$ cat src/rtl/muldiv_unit.sv
// RV32M multiply/divide unit: iterative 32-cycle shift-add multiplier and restoring
// divider sharing one hi/lo register pair, with fixed 34-cycle start-to-done latency.
module muldiv_unit (
  input  logic        clk,
  input  logic        reset,
  input  logic        start,
  input  logic [2:0]  op,
  input  logic [31:0] in_1,
  input  logic [31:0] in_2,
  input  logic        kill,
  output logic        busy,
  output logic        done,
  output logic [31:0] result
);

  localparam logic [1:0] ST_IDLE = 2'd0;
  localparam logic [1:0] ST_CALC = 2'd1;
  localparam logic [1:0] ST_FIX  = 2'd2;
  localparam logic [1:0] ST_DONE = 2'd3;

  logic [1:0]  state_r;
  logic [1:0]  state_nxt_s;
  logic [5:0]  cnt_r;
  logic [2:0]  op_r;
  logic [31:0] a_r;
  logic [31:0] opd_r;
  logic [31:0] hi_r;
  logic [31:0] lo_r;
  logic        neg_a_r;
  logic        neg_b_r;
  logic        div0_r;
  logic        busy_r;
  logic        done_r;
  logic [31:0] result_r;

  logic        accept_s;
  logic        sgn_a_s;
  logic        sgn_b_s;
  logic        neg_a_s;
  logic        neg_b_s;
  logic [31:0] mag_a_s;
  logic [31:0] mag_b_s;
  logic [32:0] sum_s;
  logic [32:0] mul_hi_s;
  logic [32:0] shifted_s;
  logic [31:0] diff_s;
  logic        ge_s;
  logic [63:0] prod_s;
  logic [31:0] quo_s;
  logic [31:0] rem_s;
  logic [31:0] fix_s;

  function automatic logic [31:0] cneg32(input logic [31:0] v, input logic neg);
    return neg ? (32'd0 - v) : v;
  endfunction

  function automatic logic [63:0] cneg64(input logic [63:0] v, input logic neg);
    return neg ? (64'd0 - v) : v;
  endfunction

  assign busy   = busy_r;
  assign done   = done_r;
  assign result = result_r;

  // Operand signedness decode and magnitude extraction at start time.
  always_comb begin
    sgn_a_s = 1'b0;
    sgn_b_s = 1'b0;
    case (op)
      3'b001:  begin sgn_a_s = 1'b1; sgn_b_s = 1'b1; end
      3'b010:  begin sgn_a_s = 1'b1; sgn_b_s = 1'b0; end
      3'b100:  begin sgn_a_s = 1'b1; sgn_b_s = 1'b1; end
      3'b110:  begin sgn_a_s = 1'b1; sgn_b_s = 1'b1; end
      default: begin sgn_a_s = 1'b0; sgn_b_s = 1'b0; end
    endcase
    neg_a_s = sgn_a_s & in_1[31];
    neg_b_s = sgn_b_s & in_2[31];
    mag_a_s = cneg32(in_1, neg_a_s);
    mag_b_s = cneg32(in_2, neg_b_s);
  end

  // One iteration of shift-add (multiply) and restoring subtract (divide).
  always_comb begin
    sum_s     = {1'b0, hi_r} + {1'b0, opd_r};
    mul_hi_s  = lo_r[0] ? sum_s : {1'b0, hi_r};
    shifted_s = {hi_r, lo_r[31]};
    ge_s      = (shifted_s >= {1'b0, opd_r});
    diff_s    = shifted_s[31:0] - opd_r;
  end

  // Sign correction and result selection; divide-by-zero bypasses the datapath.
  always_comb begin
    prod_s = cneg64({hi_r, lo_r}, neg_a_r ^ neg_b_r);
    quo_s  = div0_r ? 32'hFFFF_FFFF : cneg32(lo_r, neg_a_r ^ neg_b_r);
    rem_s  = div0_r ? a_r : cneg32(hi_r, neg_a_r);
    case (op_r)
      3'b000:  fix_s = prod_s[31:0];
      3'b001:  fix_s = prod_s[63:32];
      3'b010:  fix_s = prod_s[63:32];
      3'b011:  fix_s = prod_s[63:32];
      3'b100:  fix_s = quo_s;
      3'b101:  fix_s = quo_s;
      3'b110:  fix_s = rem_s;
      3'b111:  fix_s = rem_s;
      default: fix_s = 32'd0;
    endcase
  end

  // Next-state logic; kill overrides everything except reset.
  always_comb begin
    state_nxt_s = state_r;
    accept_s    = 1'b0;
    if (kill) begin
      state_nxt_s = ST_IDLE;
    end else begin
      case (state_r)
        ST_IDLE: begin
          if (start) begin
            state_nxt_s = ST_CALC;
            accept_s    = 1'b1;
          end else begin
            state_nxt_s = ST_IDLE;
          end
        end
        ST_CALC: begin
          if (cnt_r == 6'd31) begin
            state_nxt_s = ST_FIX;
          end else begin
            state_nxt_s = ST_CALC;
          end
        end
        ST_FIX:  state_nxt_s = ST_DONE;
        ST_DONE: begin
          if (start) begin
            state_nxt_s = ST_CALC;
            accept_s    = 1'b1;
          end else begin
            state_nxt_s = ST_IDLE;
          end
        end
        default: state_nxt_s = ST_IDLE;
      endcase
    end
  end

  // State, datapath and registered outputs.
  always_ff @(posedge clk) begin
    if (reset) begin
      state_r  <= ST_IDLE;
      cnt_r    <= 6'd0;
      op_r     <= 3'd0;
      a_r      <= 32'd0;
      opd_r    <= 32'd0;
      hi_r     <= 32'd0;
      lo_r     <= 32'd0;
      neg_a_r  <= 1'b0;
      neg_b_r  <= 1'b0;
      div0_r   <= 1'b0;
      busy_r   <= 1'b0;
      done_r   <= 1'b0;
      result_r <= 32'd0;
    end else begin
      state_r <= state_nxt_s;
      busy_r  <= (state_nxt_s == ST_CALC) || (state_nxt_s == ST_FIX);
      done_r  <= (state_nxt_s == ST_DONE);
      if (accept_s) begin
        op_r    <= op;
        a_r     <= in_1;
        neg_a_r <= neg_a_s;
        neg_b_r <= neg_b_s;
        div0_r  <= (in_2 == 32'd0);
        cnt_r   <= 6'd0;
        hi_r    <= 32'd0;
        // Multiply keeps the multiplier in lo and adds the multiplicand; divide
        // shifts the dividend out of lo and compares against the divisor.
        lo_r    <= op[2] ? mag_a_s : mag_b_s;
        opd_r   <= op[2] ? mag_b_s : mag_a_s;
      end else if ((state_r == ST_CALC) && !kill) begin
        cnt_r <= (cnt_r == 6'd31) ? 6'd0 : (cnt_r + 6'd1);
        if (op_r[2]) begin
          hi_r <= ge_s ? diff_s : shifted_s[31:0];
          lo_r <= {lo_r[30:0], ge_s};
        end else begin
          hi_r <= mul_hi_s[32:1];
          lo_r <= {mul_hi_s[0], lo_r[31:1]};
        end
      end
      if ((state_r == ST_FIX) && !kill) begin
        result_r <= fix_s;
      end
    end
  end

endmodule

$ cat config.mk
export PLATFORM = sky130hd
export DESIGN_NAME = muldiv_unit
export DESIGN_NICKNAME = d
export VERILOG_FILES = /design/src/rtl/muldiv_unit.sv
export SDC_FILE = /design/constraint.sdc
export NUM_CORES = 1
export LEC_CHECK = 0
export BUFFER_PORTS_ARGS = -buffer_cell sky130_fd_sc_hd__buf_4
export CAP_MARGIN = 20
export CORE_MARGIN = 2
export CORE_UTILIZATION = 38
export DETAILED_ROUTE_END_ITERATION = 10
export PLACE_DENSITY = 0.59
export SLEW_MARGIN = 20
export SYNTH_ARGS = -nofsm -noshare
export SYNTH_HDL_FRONTEND = slang
export SYNTH_SLANG_ARGS = --single-unit
$ cat constraint.sdc
create_clock -name clk -period 4.4 [get_ports clk]
set_input_delay 0.88 -clock clk [delete_from_list [all_inputs] [get_ports clk]]
set_output_delay 0.88 -clock clk [all_outputs]
set_load 0.1 [all_outputs]
==> impl_metrics.xml <==
<?xml version="1.0" encoding="UTF-8"?>
<metrics>
  <group name="worst_setup_path">
    <metric name="timing.critical_path.to_type" unit="">flip-flop</metric>
    <metric name="critical_path_peak_fanout" unit="">7</metric>
    <metric name="critPathKind" unit="">flip-flop to flip-flop</metric>
    <metric name="timing.critical_path.arrival" unit="ns">4.12</metric>
    <metric name="worst_path_required_time" unit="ns">4.81</metric>
    <metric name="type_of_origin_of_the_critical_path" unit="">flip-flop</metric>
  </group>
  <group name="global_route">
    <metric name="gr-total-overflow" unit="">0</metric>
    <metric name="grt_antenna_before_repair" unit="">1</metric>
    <metric name="grt_most_used_layer" unit="">met2</metric>
    <metric name="met3_track_usage_gr" unit="">0.0552</metric>
    <metric name="wire_length_of_the_first_global_routing_pass" unit="um">105000</metric>
    <metric name="largest_net_degree_at_the_start_of_global_routing" unit="">105</metric>
    <metric name="grt_util_met1" unit="">0.438</metric>
    <metric name="global_route.usage.total" unit="">0.313</metric>
    <metric name="vias_in_the_first_global_route" unit="">16300</metric>
    <metric name="globalRouteMet2Util" unit="">0.474</metric>
  </group>
  <group name="synthesis">
    <metric name="syn_avg_cell_area" unit="um^2">7.10</metric>
    <metric name="synth_sequential_area_ratio" unit="">0.216</metric>
    <metric name="post_synth_and_or_nand_nor_area_fraction" unit="">0.223</metric>
    <metric name="combinational_family_with_the_most_area_after_synthesis" unit="">compound AO/OA/AOI/OAI gates</metric>
    <metric name="postSynth.asyncResetShare" unit="">0</metric>
    <metric name="synth_enable_flop_cells" unit="">0</metric>
    <metric name="yosys_register_bits" unit="">176</metric>
    <metric name="synth_flop_cell" unit="">sky130_fd_sc_hd__dfxtp_1</metric>
    <metric name="syn_nets" unit="">2448</metric>
    <metric name="yosys_warnings" unit="">0</metric>
    <metric name="synth.area.mux_share" unit="">0.0469</metric>
    <metric name="post_synth_xor_xnor_area" unit="">0.0992</metric>
    <metric name="compound_gate_portion_of_the_synthesized_area" unit="">0.298</metric>
    <metric name="yosys.cell_types.count" unit="">89</metric>
    <metric name="adder_cell_fraction_of_synth_area" unit="">0.0584</metric>
    <metric name="netlist_area" unit="um^2">16300</metric>
    <metric name="synthesis.instances" unit="">2302</metric>
  </group>
  <group name="floorplan">
    <metric name="placeableCoreArea" unit="um^2">42200</metric>
    <metric name="design.die.area" unit="um^2">44700</metric>
    <metric name="die-height" unit="um">211</metric>
    <metric name="floorplan.rows" unit="">75</metric>
    <metric name="io-pin-count" unit="">105</metric>
    <metric name="fp.dieW" unit="um">211</metric>
    <metric name="start_util" unit="">0.387</metric>
  </group>
  <group name="power">
    <metric name="power_switching" unit="mW">1.94</metric>
    <metric name="p_total" unit="mW">4.99</metric>
    <metric name="cellPowerDensity" unit="nW/um^2">275</metric>
    <metric name="power.clock.fraction" unit="">0.334</metric>
    <metric name="power_switching_share" unit="">0.389</metric>
    <metric name="p_leak" unit="nW">6.99</metric>
    <metric name="combPwrFrac" unit="">0.311</metric>
    <metric name="share_of_power_burned_in_registers" unit="">0.355</metric>
    <metric name="irDropWorstVdd" unit="mV">0.275</metric>
    <metric name="internal_power" unit="mW">3.05</metric>
  </group>
  <group name="route">
    <metric name="routed_via_density" unit="">6.22</metric>
    <metric name="via_count" unit="">17700</metric>
    <metric name="detailed_route_wl" unit="um">70000</metric>
    <metric name="detail_route.drc_violations" unit="">0</metric>
    <metric name="post_route_ant_nets" unit="">0</metric>
    <metric name="detail_route.iter0.violations" unit="">1911</metric>
    <metric name="dr.pass1.iters" unit="">6</metric>
    <metric name="wire_per_inst" unit="um">24.5</metric>
  </group>
  <group name="cts">
    <metric name="cts-root-buf" unit="">sky130_fd_sc_hd__clkbuf_16</metric>
    <metric name="htreeDepth" unit="">4</metric>
    <metric name="worst_skew_pair.late_latency" unit="ns">0.50</metric>
    <metric name="cts_repair_resize_count" unit="">0</metric>
    <metric name="ctsHoldBuffers" unit="">0</metric>
    <metric name="path_clk_slew" unit="ns">0.08</metric>
    <metric name="cts_made_buffers" unit="">17</metric>
    <metric name="cts.sinks" unit="">176</metric>
    <metric name="cts_buffer_depth" unit="">2</metric>
    <metric name="post_cts_buffers" unit="">0</metric>
    <metric name="cts_tree" unit="">built</metric>
  </group>
  <group name="sta">
    <metric name="final_max_slew_viol_count" unit="">0</metric>
    <metric name="final.setup_skew" unit="ns">0.0130</metric>
    <metric name="unrepaired_setup_endpoints_after_global_routing" unit="">no</metric>
    <metric name="max_slew.worst_pin.slew" unit="ns">1.12</metric>
    <metric name="max_clock_freq" unit="MHz">269</metric>
    <metric name="finalWorstPathRequiredPeriod" unit="ns">3.71</metric>
    <metric name="final_critical_path_setup_slack" unit="ns">0.687</metric>
    <metric name="tns" unit="ns">0</metric>
    <metric name="finalCritPeriodShare" unit="">0.844</metric>
    <metric name="timing.max_slew.rel_slack" unit="">0.243</metric>
    <metric name="endpoints_failing_hold" unit="">0</metric>
    <metric name="setup_viol" unit="">0</metric>
  </group>
  <group name="place">
    <metric name="place_congestion" unit="">0.986</metric>
    <metric name="detailedPlace.worstSlack" unit="ns">0.797</metric>
    <metric name="hpwl_detailed" unit="um">53600</metric>
    <metric name="dpl-instance-area" unit="um^2">17500</metric>
    <metric name="count_of_input_and_output_buffers" unit="">104</metric>
  </group>
  <group name="status">
    <metric name="outcome" unit="">finished clean</metric>
  </group>
  <group name="layout">
    <metric name="final_core_util" unit="">0.430</metric>
    <metric name="layout-drive-gt1-share" unit="">0.109</metric>
    <metric name="syn_to_final_growth" unit="%">11.1</metric>
    <metric name="nNetsFinal" unit="">2448</metric>
    <metric name="finish.instance_area" unit="um^2">18200</metric>
    <metric name="antennaDiodeCount" unit="">0</metric>
    <metric name="n_fill_cell" unit="">4418</metric>
  </group>
  <group name="worst_hold_path">
    <metric name="worstHoldPathType" unit="">flip-flop to flip-flop</metric>
  </group>
  <group name="flow_run">
    <metric name="max-cap-violations" unit="">0</metric>
  </group>
</metrics>
-- kinds of logic after synthesis --
family	Yosys count
AND/OR/NAND/NOR	783
AO/OA/AOI/OAI	762
buffers and inverters	246
XOR/XNOR	185
flip-flops	176
multiplexers	75
adder cells (fa/ha/maj)	75
-- worst paths after layout --
kind                            from                 endpoint  slack (ns)  cells after the start
max             hi_r[0]$_SDFFE_PP0P_    hi_r[27]$_SDFFE_PP0P_        0.69                     12
min reg2reg  result[14]$_SDFFE_PP0P_  result[14]$_SDFFE_PP0P_        0.44                      2
min          result[14]$_SDFFE_PP0P_  result[14]$_SDFFE_PP0P_        0.44                      2
max reg2reg     hi_r[0]$_SDFFE_PP0P_    hi_r[27]$_SDFFE_PP0P_        0.69                     12
-- critical path, cell delays in order, from the launching register on --
cell and delay [ns]:
sky130_fd_sc_hd__dfxtp_1 0.41, sky130_fd_sc_hd__ha_1 0.26, sky130_fd_sc_hd__fa_1 0.44, sky130_fd_sc_hd__a211oi_1 0.37, sky130_fd_sc_hd__o211ai_1 0.23, sky130_fd_sc_hd__a31oi_1 0.22, sky130_fd_sc_hd__buf_4 0.17, sky130_fd_sc_hd__a2111oi_2 0.11
sky130_fd_sc_hd__o31ai_1 0.62, sky130_fd_sc_hd__o21ai_0 0.27, sky130_fd_sc_hd__mux2i_1 0.19, sky130_fd_sc_hd__a21oi_1 0.09, sky130_fd_sc_hd__nor4_1 0.24
-- flip-flops by register name, summed over array words and instances, names as in the netlist --
signal / count
op_r: 3
done: 1
opd_r: 32
neg_a_r: 1
busy: 1
result: 32
cnt_r: 6
state_r: 2
a_r: 32
hi_r: 32
lo_r: 32
neg_b_r: 1
div0_r: 1
-- per-layer routing --
layer  routed length [um]  part of all wire  up-vias
met4                 2870             0.041        2
met3                 5310             0.076      149
met1                31600              0.45     8482
li1                     -                 -     8339
met5                   10           0.00014        -
met2                30200              0.43      769
-- power groups by stage --
| stage | Combinational [mW] | Sequential [mW] | Clock, mW |
|---|---|---|---|
| 2_1_floorplan | 1.04 | 1.73 | 0 |
| 3_3_place_gp | 1.51 | 1.80 | 0 |
| 3_5_place_dp | 1.51 | 1.80 | 0 |
| 4_1_cts | 1.52 | 1.76 | 1.69 |
| 5_1_grt | 1.67 | 1.78 | 1.74 |
| 6_report | 1.55 | 1.77 | 1.67 |
-- cell usage in the layout (no fill, tap or decap), types with 20 or more instances in the layout --
cell type                  count
sky130_fd_sc_hd__a21oi_1     250
sky130_fd_sc_hd__nor2_1      198
sky130_fd_sc_hd__nor2b_1      24
sky130_fd_sc_hd__o211ai_1     59
sky130_fd_sc_hd__inv_1        63
sky130_fd_sc_hd__nand2b_1     20
sky130_fd_sc_hd__a211oi_1     44
sky130_fd_sc_hd__a31oi_1      29
sky130_fd_sc_hd__dfxtp_1     175
sky130_fd_sc_hd__nand3_1      65
sky130_fd_sc_hd__a21o_1       34
sky130_fd_sc_hd__buf_4       161
sky130_fd_sc_hd__nor3_1       57
sky130_fd_sc_hd__ha_1         73
sky130_fd_sc_hd__xor2_1       79
sky130_fd_sc_hd__o31ai_1      37
sky130_fd_sc_hd__mux2i_1      63
sky130_fd_sc_hd__o21ai_0     152
sky130_fd_sc_hd__nand2_1     299
sky130_fd_sc_hd__xnor2_1     104
-- synth_stat cells, types with 16 or more instances --
master	n	area, um^2
sky130_fd_sc_hd__a211oi_1	44	330
sky130_fd_sc_hd__a21o_1	34	255
sky130_fd_sc_hd__a21oi_1	250	1250
sky130_fd_sc_hd__a31oi_1	29	181
sky130_fd_sc_hd__buf_1	26	97.6
sky130_fd_sc_hd__clkbuf_1	139	522
sky130_fd_sc_hd__dfxtp_1	176	3520
sky130_fd_sc_hd__ha_1	73	913
sky130_fd_sc_hd__inv_1	63	236
sky130_fd_sc_hd__mux2i_1	63	631
sky130_fd_sc_hd__nand2_1	299	1120
sky130_fd_sc_hd__nand2b_1	20	125
sky130_fd_sc_hd__nand3_1	65	325
sky130_fd_sc_hd__nand4_1	19	119
sky130_fd_sc_hd__nor2_1	199	747
sky130_fd_sc_hd__nor2b_1	25	156
sky130_fd_sc_hd__nor3_1	58	290
sky130_fd_sc_hd__nor4_1	19	119
sky130_fd_sc_hd__o211ai_1	59	443
sky130_fd_sc_hd__o21ai_0	153	766
sky130_fd_sc_hd__o31ai_1	37	278
sky130_fd_sc_hd__or2_2	16	100
sky130_fd_sc_hd__xnor2_1	105	920
sky130_fd_sc_hd__xor2_1	80	701
-- stage by stage --
stage          cells  hold slack, ns
3_3_place_gp    2822           0.431
6_report        2853           0.444
4_1_cts         2853           0.446
2_1_floorplan   2302           0.431
5_1_grt         2853           0.459
3_5_place_dp    2822           0.435
-- final cells by class --
type | instances | area (um^2) | share of cell area
multi-input cells | 1880 | 11900 | 0.655
flip-flops and latches | 176 | 3530 | 0.194
repair buffers | 162 | 1220 | 0.0672
clock inverters | 12 | 140 | 0.00772
well taps | 539 | 674 | 0.0371
clock buffers | 19 | 464 | 0.0256
inverters | 65 | 244 | 0.0134
No activity file was read; power rests on OpenSTA's default activity.
